## src/rtl/memrw_pkg.sv

```systemverilog
// Shared constants and types for the memrw_master memory read/write master.
// Holds the default read latency and FIFO depth together with the legality
// check applied to any (RDLAT, FIFODEPTH) pair.
package memrw_pkg;

    localparam int RDLAT_DEF     = 3;
    localparam int FIFODEPTH_DEF = 4;
    localparam int RDLAT_MIN     = 1;
    localparam int RDLAT_MAX     = 8;
    localparam int STAT_W        = 16;

    // Operation presented on the memory port in the cycle after an accept
    typedef enum logic [1:0] {
        OP_IDLE = 2'd0,
        OP_WR   = 2'd1,
        OP_RD   = 2'd2
    } mem_op_e;

    // The FIFO must absorb every read that can be in flight plus one more,
    // otherwise a full FIFO could be overrun by the memory pipeline.
    function automatic bit cfg_legal(input int rdlat, input int depth);
        return (rdlat >= RDLAT_MIN) && (rdlat <= RDLAT_MAX) && (depth >= rdlat + 1);
    endfunction

endpackage

```

## src/rtl/memrw_rspfifo.sv

```systemverilog
// Read-response FIFO for memrw_master. Head word is presented combinationally
// on dout (zero while empty); push and pop may occur in the same cycle,
// including when the FIFO is full.
module memrw_rspfifo #(
    parameter  int WIDTH = 80,
    parameter  int DEPTH = 4,
    localparam int CNT_W = $clog2(DEPTH + 1)
) (
    input  logic             clk,
    input  logic             rst_,
    input  logic             push,
    input  logic [WIDTH-1:0] din,
    input  logic             pop,
    output logic [WIDTH-1:0] dout,
    output logic             empty,
    output logic [CNT_W-1:0] cnt
);

    localparam int PTR_W = (DEPTH > 1) ? $clog2(DEPTH) : 1;

    logic [WIDTH-1:0] store [DEPTH];
    logic [PTR_W-1:0] rd_ptr;
    logic [PTR_W-1:0] wr_ptr;
    logic             full;
    logic             do_push;
    logic             do_pop;

    function automatic logic [PTR_W-1:0] ptr_next(input logic [PTR_W-1:0] p);
        return (p == PTR_W'(DEPTH - 1)) ? '0 : p + 1'b1;
    endfunction

    assign empty   = (cnt == '0);
    assign full    = (cnt == CNT_W'(DEPTH));
    assign do_pop  = pop & ~empty;
    assign do_push = push & (~full | do_pop);
    assign dout    = empty ? '0 : store[rd_ptr];

    // Data storage: written on push, never reset (contents are qualified by cnt)
    always_ff @(posedge clk) begin
        if (do_push) begin
            store[wr_ptr] <= din;
        end
    end

    // Pointer and occupancy bookkeeping
    always_ff @(posedge clk or negedge rst_) begin
        if (!rst_) begin
            rd_ptr <= '0;
            wr_ptr <= '0;
            cnt    <= '0;
        end else begin
            if (do_push) begin
                wr_ptr <= ptr_next(wr_ptr);
            end
            if (do_pop) begin
                rd_ptr <= ptr_next(rd_ptr);
            end
            case ({do_push, do_pop})
                2'b10:   cnt <= cnt + 1'b1;
                2'b01:   cnt <= cnt - 1'b1;
                default: cnt <= cnt;
            endcase
        end
    end

endmodule

```

## src/rtl/memrw_master.sv

```systemverilog
// memrw_master: request/response front end for a single-port memory with a
// fixed read latency. Accepted requests drive the memory port for one cycle;
// read data is tracked through a valid shift register and buffered in order in
// a response FIFO. Flow control reserves a FIFO slot per outstanding read.
// Optional statistics counters are built only when MEMRW_MASTER_STAT_EN is
// defined; otherwise rd_cnt/wr_cnt are constant zero.
module memrw_master
    import memrw_pkg::*;
#(
    parameter int ADDRBIT   = 6,
    parameter int WIDTH     = 80,
    parameter int RDLAT     = RDLAT_DEF,
    parameter int FIFODEPTH = FIFODEPTH_DEF
) (
    input  logic               clk,
    input  logic               rst_,
    input  logic               req_vld,
    output logic               req_rdy,
    input  logic               req_we,
    input  logic [ADDRBIT-1:0] req_addr,
    input  logic [WIDTH-1:0]   req_wdata,
    output logic               rsp_vld,
    input  logic               rsp_rdy,
    output logic [WIDTH-1:0]   rsp_data,
    output logic [ADDRBIT-1:0] mem_a,
    output logic               mem_we,
    output logic               mem_re,
    output logic [WIDTH-1:0]   mem_di,
    input  logic [WIDTH-1:0]   mem_do,
    output logic               busy,
    output logic [STAT_W-1:0]  rd_cnt,
    output logic [STAT_W-1:0]  wr_cnt
);

    localparam int OST_W = $clog2(FIFODEPTH + 1);

    if (!cfg_legal(RDLAT, FIFODEPTH)) begin : g_bad_cfg
        $error("memrw_master: RDLAT must be 1..8 and FIFODEPTH >= RDLAT+1");
    end

    logic              req_acc;
    logic              rd_acc;
    logic              wr_acc;
    mem_op_e           mem_op_p0;
    logic [RDLAT-1:0]  rd_vld_p;
    logic [OST_W-1:0]  outstanding;
    logic              rsp_pop;
    logic              fifo_empty;
    logic [OST_W-1:0]  fifo_cnt_unused;

    assign req_acc = req_vld & req_rdy;
    assign rd_acc  = req_acc & ~req_we;
    assign wr_acc  = req_acc & req_we;

    assign mem_we  = (mem_op_p0 == OP_WR);
    assign mem_re  = (mem_op_p0 == OP_RD);

    // A slot is reserved from read accept until pop, so the FIFO cannot overflow.
    assign req_rdy = (outstanding < OST_W'(FIFODEPTH));
    assign busy    = (outstanding != '0);
    assign rsp_vld = ~fifo_empty;
    assign rsp_pop = rsp_vld & rsp_rdy;

    // Memory port: accepted request is presented for exactly one cycle, address/data hold otherwise
    always_ff @(posedge clk or negedge rst_) begin
        if (!rst_) begin
            mem_op_p0 <= OP_IDLE;
            mem_a     <= '0;
            mem_di    <= '0;
        end else if (req_acc) begin
            mem_op_p0 <= req_we ? OP_WR : OP_RD;
            mem_a     <= req_addr;
            mem_di    <= req_wdata;
        end else begin
            mem_op_p0 <= OP_IDLE;
        end
    end

    // Read valid pipeline: last stage marks the cycle in which mem_do holds read data
    always_ff @(posedge clk or negedge rst_) begin
        if (!rst_) begin
            rd_vld_p <= '0;
        end else begin
            rd_vld_p[0] <= mem_re;
            for (int i = 1; i < RDLAT; i++) begin
                rd_vld_p[i] <= rd_vld_p[i-1];
            end
        end
    end

    // Outstanding reads: in flight plus buffered; accept and pop together cancel
    always_ff @(posedge clk or negedge rst_) begin
        if (!rst_) begin
            outstanding <= '0;
        end else begin
            case ({rd_acc, rsp_pop})
                2'b10:   outstanding <= outstanding + 1'b1;
                2'b01:   outstanding <= outstanding - 1'b1;
                default: outstanding <= outstanding;
            endcase
        end
    end

    memrw_rspfifo #(
        .WIDTH (WIDTH),
        .DEPTH (FIFODEPTH)
    ) u_fifo (
        .clk   (clk),
        .rst_  (rst_),
        .push  (rd_vld_p[RDLAT-1]),
        .din   (mem_do),
        .pop   (rsp_pop),
        .dout  (rsp_data),
        .empty (fifo_empty),
        .cnt   (fifo_cnt_unused)
    );

`ifdef MEMRW_MASTER_STAT_EN
    logic [STAT_W-1:0] rd_cnt_q;
    logic [STAT_W-1:0] wr_cnt_q;

    function automatic logic [STAT_W-1:0] sat_inc(input logic [STAT_W-1:0] v);
        return (v == {STAT_W{1'b1}}) ? v : v + 1'b1;
    endfunction

    // Accepted-request statistics, saturating at all ones
    always_ff @(posedge clk or negedge rst_) begin
        if (!rst_) begin
            rd_cnt_q <= '0;
            wr_cnt_q <= '0;
        end else begin
            if (rd_acc) begin
                rd_cnt_q <= sat_inc(rd_cnt_q);
            end
            if (wr_acc) begin
                wr_cnt_q <= sat_inc(wr_cnt_q);
            end
        end
    end

    assign rd_cnt = rd_cnt_q;
    assign wr_cnt = wr_cnt_q;
`else
    assign rd_cnt = '0;
    assign wr_cnt = '0;
`endif

endmodule

```

## config.mk

```make
export PLATFORM = sky130hd
export DESIGN_NAME = memrw_master
export DESIGN_NICKNAME = d
export VERILOG_FILES = /design/src/rtl/memrw_pkg.sv /design/src/rtl/memrw_rspfifo.sv /design/src/rtl/memrw_master.sv
export SDC_FILE = /design/constraint.sdc
export NUM_CORES = 1
export LEC_CHECK = 0
export ABC_AREA = 1
export BUFFER_PORTS_ARGS = -buffer_cell sky130_fd_sc_hd__buf_4
export CAP_MARGIN = 20
export CORE_MARGIN = 10
export CORE_UTILIZATION = 45
export DETAILED_ROUTE_END_ITERATION = 8
export HOLD_SLACK_MARGIN = 0.02
export PLACE_DENSITY = 0.68
export SYNTH_ARGS = -nofsm -noshare
export SYNTH_HDL_FRONTEND = slang
export SYNTH_HIERARCHICAL = 1
export SYNTH_SLANG_ARGS = --single-unit
export TNS_END_PERCENT = 30
```

## constraint.sdc

```tcl
create_clock -name clk -period 6.3 [get_ports clk]
set_input_delay 0.945 -clock clk [delete_from_list [all_inputs] [get_ports clk]]
set_output_delay 0.945 -clock clk [all_outputs]
set_load 0.02 [all_outputs]
```

=== Word-level counts from Yosys, hierarchy flattened ===
Memories as Yosys holds them, arrays and structs flattened.
Cells that the tools add are included.

* Bits in latches: 0
* Input port bits: 171
* Memory bits (writable): 320
* Bits in read-only memories: 0
* Memories kept: 1
* Output and inout bits: 203
* Bits in registers: 101

{| class="wikitable"
|+ Memory list
! name !! depth !! bits a word !! rd ports !! clocked after memory_dff !! wr ports !! RTL line !! source
|-
| u_fifo.store || 4 || 80 || 1 || 0 || 1 || memrw_rspfifo.sv:21 || <nowiki>logic [WIDTH-1:0] store [DEPTH];</nowiki>
|}

* Divide/modulo/power cells: 0
* Reduce and logical (&&, ||, !) cells: 4
* Muxes and demuxes: 9
* Eq/ne operators: 9
* Magnitude comparators: 1
* Add/sub/neg operators: 6
* Multiply operators: 0
* Bitwise logic cells: 9
* Shift-type cells: 0

{| class="wikitable"
|+ Operators with widths
! cell !! number
|-
| 80-bit two-way mux || 1
|-
| 3-bit one-hot mux with 2 select lines || 2
|-
| 2-bit equality test (second input constant) || 5
|-
| 2-bit two-way mux || 4
|-
| 3-bit by 1-bit adder with 3-bit output (second input constant) || 2
|-
| 2-bit by 1-bit equality test with 1-bit output (second input constant) || 3
|-
| 3-bit by 1-bit subtractor with 3-bit output (second input constant) || 2
|-
| 1-bit bitwise AND || 5
|-
| 2-bit by 1-bit adder with 2-bit output (second input constant) || 2
|-
| 2-bit nonzero test || 2
|-
| 3-bit equality test (second input constant) || 1
|-
| 3-bit zero test || 1
|-
| 3-bit less-than comparator (second input constant) || 1
|-
| 1-bit inverter || 3
|-
| 3-bit nonzero test || 1
|-
| 1-bit two-way mux || 2
|-
| 1-bit OR || 1
|}

=== Depth between registers and ports, before layout ===
Gate-level depths: netlist of run 1.

* Depth in word-level cells: 8
* Depth in mapped cells: 16
* Mapped depth without buffers: 15

=== By module ===
Netlist of run 1, hierarchy kept.

{| class="wikitable"
|+ Modules (own cells, without submodules)
! module !! cells each !! instances !! area an instance (µm²)
|-
| memrw_rspfifo || 1,322 || 1 || 13,964.6
|-
| memrw_master || 443 || 1 || 3,990.1
|}

=== Worst setup path after synthesis of run 1 ===
OpenSTA, ideal clock, no wires.

* Path kind: input port to flip-flop
* Start: input port rsp_rdy
* End: memory u_fifo.store[0][0], enable pin
* Buffers on the path: 0
* Required time: 5.781 ns
* Cell stages on the path: 6
* Setup slack: 1.029 ns
* Arrival: 4.752 ns
* Setup time: 0.519 ns
* Path through: inv_1 -> nor2_1 -> nor2_1 -> nand2_1 -> nand2_1 -> nor2_1

* Longest elaborated chain between the ends: 6

{| class="wikitable"
|+ RTL lines
! item !! RTL line !! source
|-
| from (decl) || memrw_master.sv:23 || <nowiki>input logic rsp_rdy,</nowiki>
|-
| 1-bit bitwise AND || memrw_master.sv:62 || <nowiki>assign rsp_pop = rsp_vld & rsp_rdy;</nowiki>
|-
| named net rsp_pop || memrw_master.sv:47 || <nowiki>logic rsp_pop;</nowiki>
|-
| 1-bit bitwise AND || memrw_rspfifo.sv:34 || <nowiki>assign do_pop = pop & ~empty;</nowiki>
|-
| 1-bit OR || memrw_rspfifo.sv:35 || <nowiki>assign do_push = push & (~full | do_pop);</nowiki>
|-
| 1-bit bitwise AND || memrw_rspfifo.sv:35 ||
|-
| 1-bit two-way mux || memrw_rspfifo.sv:40 || <nowiki>if (do_push) begin</nowiki>
|-
| 1-bit two-way mux (not written as such) || memrw_rspfifo.sv:41 || <nowiki>store[wr_ptr] <= din;</nowiki>
|-
| to (decl) || memrw_rspfifo.sv:21 ||
|}

The timed path passes the listed nets, and every way through them passes these cells.

=== Final worst setup path of run 1 ===
* Start: register u_fifo.rd_ptr[0]
* End: output port rsp_data[62]

* Longest elaborated chain between the ends: 2

{| class="wikitable"
|+ RTL lines
! item !! RTL line !! source
|-
| from (decl) || memrw_rspfifo.sv:22 || <nowiki>logic [PTR_W-1:0] rd_ptr;</nowiki>
|-
| from (signal assigned) || memrw_rspfifo.sv:56 || <nowiki>rd_ptr <= ptr_next(rd_ptr);</nowiki>
|-
| memory read 4 x 80 bit || - ||
|-
| 80-bit two-way mux || memrw_rspfifo.sv:36 || <nowiki>assign dout = empty ? '0 : store[rd_ptr];</nowiki>
|-
| to (decl) || memrw_master.sv:24 || <nowiki>output logic [WIDTH-1:0] rsp_data,</nowiki>
|}

No other way between the ends.

==> metrics.txt, run 1 <==
clock buffer depth=3; final setup vio count=0; CP endpoint kind=output port; main combinational cell family by area after synthesis=simple AND/OR/NAND/NOR gates; type of origin of the critical path=flop; synth warn=6; Worst EP arrival=approximately 3500 ps; unrepaired setup endpoints after global routing=false; first-pass GRT wire length=70070 um; initial antenna violation count=3; number of global-route vias before repair=12.98k; Post-Syn Instances=1765; Worst Path Max Fanout=a little over 90; Die ar.=48290 um^2; drt first pass iters=6; Slew Limit Fails=0; H-Tree Depth=2; worst vdd ir=0.3048 mV; Max-Cap Viols=0; worst path required time=5350 ps; PD cells=484.3 nW/um^2; Yosys top cell area share=0.5352; Setup Skew=between 15 and 20 ps; Fmax achieved=0.2253 GHz; Yosys cell types=21; register area share after synthesis=0.6760; Rel. slew slack=0.2570; Routed WL per cell=17.25 um; Total GRT Usage=0.1843; Synth Area in Adders=0.007108; Worst-path clk slew=60 ps; Final nets=2260; Yosys top cell by area=edfxtp_1; status=finished, final reports clean; die height=219.8 um; post-synthesis register bit count=~420; grt total ovfl=0; Final period util=0.7046; Setup Buffers After CTS=0; std cell rows=73; Clock Tree Root=clkbuf_16; Post-Synth XOR/XNOR Area=0.0009756; multiplexer area fraction after synthesis=0; Lkg Pwr=10.62 nW; Routed Wire Length=roughly 46000 um; Core Area=39550 um^2; dpl hpwl=28470 um; Layout area overhead=24.36%; post-synthesis compound-gate area fraction=0.02314; io pins=374; # resized after CTS=0; CTS Sinks=between 400 and 500; Min Hold Slack=between 300 and 400 ps; Final Hold Fails=0; TritonCTS clock tree=built; Mapped Area=17950 um^2; largest net degree at the start of global routing=a little over 90; commonest cells in the netlist=nand2_1, inv_1, edfxtp_1, nand3_1, dfrtp_1; number of vias per cell=~4.8; Syn Area/Cell=between 10 and 15 um^2; Port Buffers=between 300 and 400; Starting DRT DRC Count=879; layout cells sized above 1=0.2062; most common cell in the netlist=nand2_1; ANT nets after route=0; Slew @ Worst Pin=1114 ps; Final min period=between 4000 and 5000 ps; Die Wd=219.8 um; Top FF cell, synth=edfxtp_1; EDFF count, synth=320; Clk Latency, worst-skew pair=560 ps; hold crit path type=flop to flop; gpl congestion=0.7986; top post-synthesis cells by area=edfxtp_1, dfrtp_1, nand2_1, inv_1, nand3_1; Synth Area in Simple Gates=0.1813; CTS Buf Count=45; setup_tns=0 ps; # fillers=3304; ys async rst share=0.2399; Setup Crit Path Kind=flop to output port; initial core utilization=0.4540; vias after detailed routing=12.70k; cts hold-fix bufs=0; drc violations=0
[where the power goes]
group / internal, mW / total, mW / switching [mW]
sequential: 3.45 / 3.76 / 0.300
combinational: 1.54 / 4.34 / 2.80
clock: 1.66 / 2.72 / 1.06
[area by class of cell]
cell class,count,area [um^2],share of cell area
diodes,3,7.507,0.0003362
inverters,348,1309,0.05862
clock inverters,29,354.1,0.01586
clock buffers,52,1172,0.05251
multi-input cells,907,3966,0.1776
repair buffers,357,2718,0.1217
well taps,525,656.9,0.02942
flip-flops and latches,421,12140,0.5439
[stage by stage]
stage / total power, mW / cells / area [um^2] / setup slack, ps / util
after CTS: 10.95 / 2639 / 22320 / 1871 / 0.5644
after global routing: 11.47 / 2640 / 22320 / 1619 / 0.5644
after detailed placement: 8.199 / 2558 / 20790 / 2446 / 0.5258
after global placement: 8.116 / 2557 / 20770 / 2466 / 0.5253
after floorplan: 6.348 / 1796 / 18070 / 1029 / -
final: 10.81 / 2642 / 22330 / 1861 / 0.5646
[path summary, 6_finish.rpt]
| check | end | slack, ps | from | cells past startpoint |
|---|---|---|---|---|
| setup reg to reg | u_fifo/store[2][37] | 3300 | u_fifo/cnt[0] | 9 |
| hold / removal | rd_vld_p[2] | 350 | rd_vld_p[1] | 0 |
| setup / recovery | rsp_data[62] | 1860 | u_fifo/rd_ptr[0] | 6 |
| min in group asynchronous | mem_di[7] | 380 | rst_ | 1 |
| max in group asynchronous | mem_di[79] | 4730 | rst_ | 2 |
| hold reg to reg | rd_vld_p[2] | 350 | rd_vld_p[1] | 0 |
[cells in the final DEF (no fill, tap or decap), types with 2 or more instances in the layout]
cell,count
nand2_1,514
edfxtp_1,320
inv_2,3
dfrtp_1,99
clkinv_1,9
diode_2,3
dfrtp_4,2
o21ai_0,3
inv_6,2
clkbuf_8,2
a21oi_1,80
xnor2_1,2
clkinv_2,7
buf_12,3
ha_1,7
inv_1,344
nand4_1,2
bufinv_16,8
conb_1,32
nand3_1,251
clkbuf_16,45
nor2_1,8
buf_4,354
clkbuf_1,5
fa_1,2
nor2_4,4
[per-layer routing]
metal  share of wire  vias to the layer above  global-route usage
li1                -                     6149                   -
met1            0.39                     6051              0.2148
met2            0.48                      439              0.3052
met3            0.11                       64             0.07898
met4           0.019                        0             0.05181
met5               0                        -                   0
[critical path, cell delays in order (launching register included)]
cell,delay (ps)
dfrtp_4,1070
inv_4,560
buf_4,480
nand2_1,110
nand3_1,70
a21oi_1,330
buf_4,210
[cells by family (layout without fill, tap and decap cells)]
group / after synthesis / in the layout
compound gates: 83 / 83
xor+xnor: 2 / 2
fa+ha+maj: 9 / 9
buf+inv: 468 / 786
flops: 421 / 421
other cells: 1 / 35
simple gates: 781 / 781
[state kept, by name (all words and copies together) (netlist names)]
signal	cells
u_fifo/cnt	3
u_fifo/store	320
u_fifo/wr_ptr	2
u_fifo/rd_ptr	2
outstanding	3
mem_a	6
mem_op_p0	2
mem_di	80
rd_vld_p	3
No activity file was read; power rests on OpenSTA's default activity.
==> run 2: changes to the inputs <==
==> constraint.sdc (replaced) <==
create_clock -name clk -period 4.15 [get_ports clk]
set_input_delay 0.6225 -clock clk [delete_from_list [all_inputs] [get_ports clk]]
set_output_delay 0.6225 -clock clk [all_outputs]
set_load 0.02 [all_outputs]
==> run 2 against run 1 <==
  * Global-route usage grew 0.23 points
  * Utilization grew 0.27 points
  * Register-to-register slack got worse by 1700 ps
  * Critical endpoint is now rsp_data[27]
  * Count of clock-buffer cells in the layout is 3 higher
  * Sequential share of layout area decreased by 0.26 points
  * Hold slack got worse by 170 ps
  * Critical path type unchanged
==> metrics.txt, run 2 (same netlist as run 1, synthesis figures left out) <==
CTS Sinks=421 (unchanged); clock buffer depth=3 (unchanged); first-pass GRT wire length=70730 um (+0.94%); flop2flop setup slack=1650 ps (-1650 ps); # resized after CTS=0 (unchanged); Setup crit start=u_fifo/rd_ptr[0]; Final Util=0.5672 (+0.002690); Final nets=2263 (+0.13%); grt total ovfl=0 (unchanged); Clk Latency, worst-skew pair=580 ps (+20 ps); TritonCTS clock tree=built; Final period util=0.8814; cell mode on critical path=buf_4; fin cells=2649 (+0.26%); most frequent cells in the layout=nand2_1, buf_4, inv_1; PD cells=737.4 nW/um^2 (+52%); Slew Limit Fails=0 (unchanged); Starting DRT DRC Count=862 (-1.9%); initial core utilization=0.4540 (unchanged); cells on worst reg2reg path=14 (+5); Core Area=39550 um^2 (unchanged); number of vias per cell=4.785 (-0.48%); Fmax achieved=approximately 0.27 GHz; dpl hpwl=28790 um (+1.1%); ANT nets after route=0 (unchanged); initial antenna violation count=2 (-1); setup_tns=0 ps (unchanged); Top Registers=u_fifo/store: 320 flops, mem_di: 80 flops, mem_a: 6 flops; Worst EP arrival=3040 ps (-450 ps); Final Hold Fails=0 (unchanged); Setup Buffers After CTS=0 (unchanged); CTS Buf Count=46 (+2.2%); vias after detailed routing=12.68k (-0.22%); Slew @ Worst Pin=1113 ps (-1.580 ps); worst path required time=3530 ps (-1820 ps); Max stage delay cell, worst path=dfrtp_4; Die Wd=219.8 um (unchanged); flip-flop count of the largest register after layout=320 (unchanged); CP max stage delay=730 ps (-340 ps); most common cell after layout, fill and taps aside=nand2_1; Port Buffers=341 (unchanged); cts hold-fix bufs=0 (unchanged); Worst-path clk slew=60 ps (about the same); io pins=374 (unchanged); drc violations=0 (unchanged); Routed WL per cell=17.45 um (+1.2%); Final WS setup=492.4 ps (-1368 ps); H-Tree Depth=2 (unchanged); gpl congestion=0.8050 (+0.80%); Worst Path Max Fanout=69 (-24%); largest net degree at the start of global routing=88 (-4.3%); number of global-route vias before repair=13.12k (+1.1%); CP endpoint kind=output port; Die ar.=48290 um^2 (unchanged); Final min period=3658 ps; Routed Wire Length=46220 um (+1.4%); Setup WS pre-CTS=1086 ps (-1360 ps); std cell rows=73 (unchanged); die height=219.8 um (unchanged); worst r2r src=u_fifo/cnt[0]; Rel. slew slack=0.2581 (+0.001053); final setup vio count=0 (unchanged); Lkg Pwr=10.67 nW (+0.45%); DP Cell Count=2560 (+0.078%); Total GRT Usage=0.1865 (+0.002258); layout cells sized above 1=0.2089 (+0.002620); Max-Cap Viols=0 (unchanged); type of origin of the critical path=flop; drt first pass iters=5 (-1); unrepaired setup endpoints after global routing=false; cells along the critical path=inv_4 > buf_4 > nand2_1 > nand3_1 > a21oi_1 > buf_4; worst vdd ir=0.4756 mV (+56%); hold crit path type=input pin to asynchronous set/reset pin; Setup Crit Path Kind=flop to output port; Setup Skew=21.46 ps (+4.848 ps); Clock Tree Root=clkbuf_16; Layout area overhead=24.95%; CP endpoint=rsp_data[27]; R2R Path End=u_fifo/cnt[2]; largest register by flop count=u_fifo/store; status=finished, final reports clean
run 2: changes by cell type in the layout (fill, tap and decap cells not counted):
cell / change
buf_12: +3
inv_8: -1
clkbuf_1: +2
inv_6: +1
clkbuf_16: +1
clkinv_8: +1
buf_4: -1
clkinv_1: -2
clkinv_2: +3
run 2: metrics by stage:
step           area, um^2  hold slack [ps]  total power, mW
2_1_floorplan       18070            326.9            9.637
3_3_place_gp        20850            335.7            12.35
3_5_place_dp        20850            334.7            12.45
4_1_cts             22430            183.7            16.75
5_1_grt             22430            210.8            17.51
6_report            22430            178.1            16.54
run 2: how the worst min path moves through the flow:
| stage | from | endpoint | slack (ps) | cells past startpoint |
|---|---|---|---|---|
| after floorplan | rst_ | mem_a[0] | 330 | 0 |
| after global routing | mem_do[45] | u_fifo/store[3][45] | 210 | 1 |
| after detailed placement | rd_vld_p[1] | rd_vld_p[2] | 330 | 0 |
| final | rst_ | mem_di[11] | 180 | 1 |
| after CTS | rst_ | mem_di[11] | 180 | 1 |
| after global placement | rd_vld_p[1] | rd_vld_p[2] | 340 | 0 |
run 2: power by group:
part	total (mW)	internal (mW)	switching, mW
Combinational	6.64	2.35	4.30
Sequential	5.66	5.25	0.419
Clock	4.24	2.58	1.66
run 2: metal layers:
| metal | share of wire | GRT usage | up-vias |
|---|---|---|---|
| li1 | - | - | 6166 |
| met1 | 0.39 | 0.2143 | 5986 |
| met2 | 0.49 | 0.3157 | 455 |
| met3 | 0.095 | 0.07199 | 68 |
| met4 | 0.023 | 0.05843 | 0 |
| met5 | 0 | 0 | - |
run 2: layout make-up:
cell class | instances | area (um^2)
sequential | 421 | 12140
multi-input combinational | 907 | 3966
fill | 3326 | 17120
timing repair buffer | 359 | 2770
tap | 525 | 656.9
inverter | 348 | 1309
antenna | 3 | 7.507
clock buffer | 55 | 1205
clock inverter | 31 | 375.4
run 2: critical path: cells and delay by family, from the launching register on:
kind / cells / cell delay [ps]
AOI/OAI and AO/OA: 1 / 110
buffers and inverters: 3 / 1340
DFF: 1 / 730
and+or+nand+nor: 2 / 200
==> run 3: changes to the inputs <==
--- a/config.mk
+++ b/config.mk
@@ -6,11 +6,13 @@
 export NUM_CORES = 1
 export LEC_CHECK = 0
 export ABC_AREA = 1
-export BUFFER_PORTS_ARGS = -buffer_cell sky130_fd_sc_hd__buf_4
+export BUFFER_PORTS_ARGS = -buffer_cell sky130_fd_sc_hd__buf_2
 export CAP_MARGIN = 20
 export CORE_MARGIN = 10
 export CORE_UTILIZATION = 45
+export CTS_CLUSTER_SIZE = 8
 export DETAILED_ROUTE_END_ITERATION = 8
+export GPL_TIMING_DRIVEN = 0
 export HOLD_SLACK_MARGIN = 0.02
 export PLACE_DENSITY = 0.68
 export SYNTH_ARGS = -nofsm -noshare
==> run 3 against run 2 <==
  * Critical path depth is 6 higher
  * Critical endpoint is now u_fifo/store[3][47]
  * Sequential power shrank 2%
  * Sequential cell count unchanged
  * Global-route usage up 1.7 points
  * Final cell count rose by 4.0%
  * Hold slack lost 130 ps
  * Critical path type is now flop to flop
==> metrics.txt, run 3 (same netlist as run 1, synthesis figures left out) <==
Final WS setup=894.2 ps (+401.9 ps); largest net degree at the start of global routing=60 (-32%); Worst Path Max Fanout=26 (-62%); dpl hpwl=34490 um (+20%); worst path required time=4410 ps (+880 ps); Die ar.=48290 um^2 (unchanged); WL met1=18660 um (+2.7%); DR WL met3=4616 um (+5.7%); PD cells=729.4 nW/um^2 (-1.1%); Final Hold Fails=0 (unchanged); Core Area=39550 um^2 (unchanged); CP endpoint kind=flop; Total GRT Usage=0.2034 (+0.01683); TritonCTS clock tree=built; Clock Tree Root=clkbuf_16; most common cell after layout, fill and taps aside=nand2_1; Rel. slew slack=0.5664 (+0.3083); gpl congestion=0.8747 (+8.7%); Setup crit start=u_fifo/cnt[0]; clock buffer depth=3 (unchanged); number of global-route vias before repair=13.98k (+6.6%); CTS Buf Count=58 (+26%); Max-Cap Viols=0 (unchanged); Routed Wire Length=49720 um (+7.6%); CTS Sinks=421 (unchanged); Fmax achieved=0.3071 GHz (+12%); most frequent cells in the layout=nand2_1, buf_2, inv_1; Starting DRT DRC Count=1024 (+19%); # resized after CTS=0 (unchanged); first-pass GRT wire length=76110 um (+7.6%); vias after detailed routing=13.31k (+5.0%); worst vdd ir=0.5243 mV (+10%); DR WL met2=24660 um (+9.0%); Final nets=2389 (+5.6%); Die Wd=219.8 um (unchanged); flip-flop count of the largest register after layout=320 (unchanged); total power draw=16.26 mW (-1.7%); cts hold-fix bufs=0 (unchanged); Slew @ Worst Pin=650.4 ps (-462.5 ps); Setup Crit Path Kind=flop to flop; Lkg Pwr=10.84 nW (+1.6%); Clk Latency, worst-skew pair=590 ps (about the same); setup_tns=0 ps (unchanged); io pins=374 (unchanged); cells on worst reg2reg path=12 (-2); unrepaired setup endpoints after global routing=false; Worst EP arrival=3520 ps (+480 ps); hold crit path type=input pin to asynchronous set/reset pin; ANT nets after route=0 (unchanged); die height=219.8 um (unchanged); grt total ovfl=0 (unchanged); Final period util=0.7845 (-0.09684); drc violations=0 (unchanged); status=finished, final reports clean; DR top layer=met5; Setup Buffers After CTS=0 (unchanged); Layout area overhead=24.16%; largest register by flop count=u_fifo/store; Port Buffers=340 (-0.29%); initial antenna violation count=8 (+6); type of origin of the critical path=flop; worst r2r src=u_fifo/cnt[0]; final setup vio count=0 (unchanged); Final min period=3256 ps (-401.9 ps); number of vias per cell=4.834 (+1.0%); drt first pass iters=5 (unchanged); Top Registers=u_fifo/store: 320 flops, mem_di: 80 flops, mem_a: 6 flops; std cell rows=73 (unchanged); Setup Skew=16.06 ps (-5.399 ps); Routed WL per cell=18.06 um (+3.5%); Setup WS pre-CTS=815.0 ps (-270.8 ps); initial core utilization=0.4540 (unchanged); Slew Limit Fails=0 (unchanged); Worst-path clk slew=50 ps (about the same); H-Tree Depth=2 (unchanged); layout cells sized above 1=0.2310 (+0.02215)
-- run 3: changes by cell type in the layout (fill, tap and decap cells not counted), moves of 5 or more --
cell,delta
buf_4,-316
clkinv_2,-10
buf_6,+6
buf_2,+388
bufinv_16,-8
clkbuf_16,+13
clkinv_1,-7
clkbuf_1,+37
buf_12,+5
-- run 3: worst paths after layout --
kind                                             to  slack, ps
worst min-delay path                     mem_di[11]         50
min in group clk                       mem_op_p0[1]        230
worst max-delay path            u_fifo/store[3][47]        890
max in group asynchronous                mem_di[51]       3400
worst max register to register  u_fifo/store[3][47]        890
worst min register to register          rd_vld_p[1]        350
-- run 3: layer usage --
layer  global-route usage  vias up
met4              0.09062        8
met3              0.06417      101
li1                     -     6400
met5                    0        -
met1               0.2263     6273
met2               0.3513      531
-- run 3: where the power goes --
group / internal [mW] / switching (mW) / total [mW]
logic: 1.93 / 4.63 / 6.56
clock network: 2.52 / 1.62 / 4.14
registers: 5.25 / 0.311 / 5.56
-- run 3: final cells by class --
class / instances / area, um^2
fill: 3345 / 17260
sequential: 421 / 12140
multi-input combinational: 907 / 3966
timing repair buffer: 353 / 1979
clock buffer: 75 / 1536
inverter: 348 / 1306
buffer: 120 / 691.9
tap: 525 / 656.9
antenna: 4 / 10.01
clock inverter: 1 / 8.758
-- run 3: critical path, stage by stage, from the launching register on --
cell and delay (ps):
dfrtp_1 380, nor2_1 80, nand2_1 100, inv_2 170
buf_2 250, nor2_1 320, nor2_1 90, nand2_1 120
nand2_1 280, nor2_4 410, buf_12 250, buf_12 220
buf_12 230
-- run 3: metrics by stage --
stage	instances	instance area [um^2]	hold WS [ps]	utilization
floorplan	1796	18070	326.9	-
global placement	2661	20430	335.3	0.5166
detailed placement	2674	20740	335.5	0.5243
CTS	2750	22280	31.64	0.5634
global route	2752	22290	74.23	0.5635
finish	2754	22290	47.53	0.5637
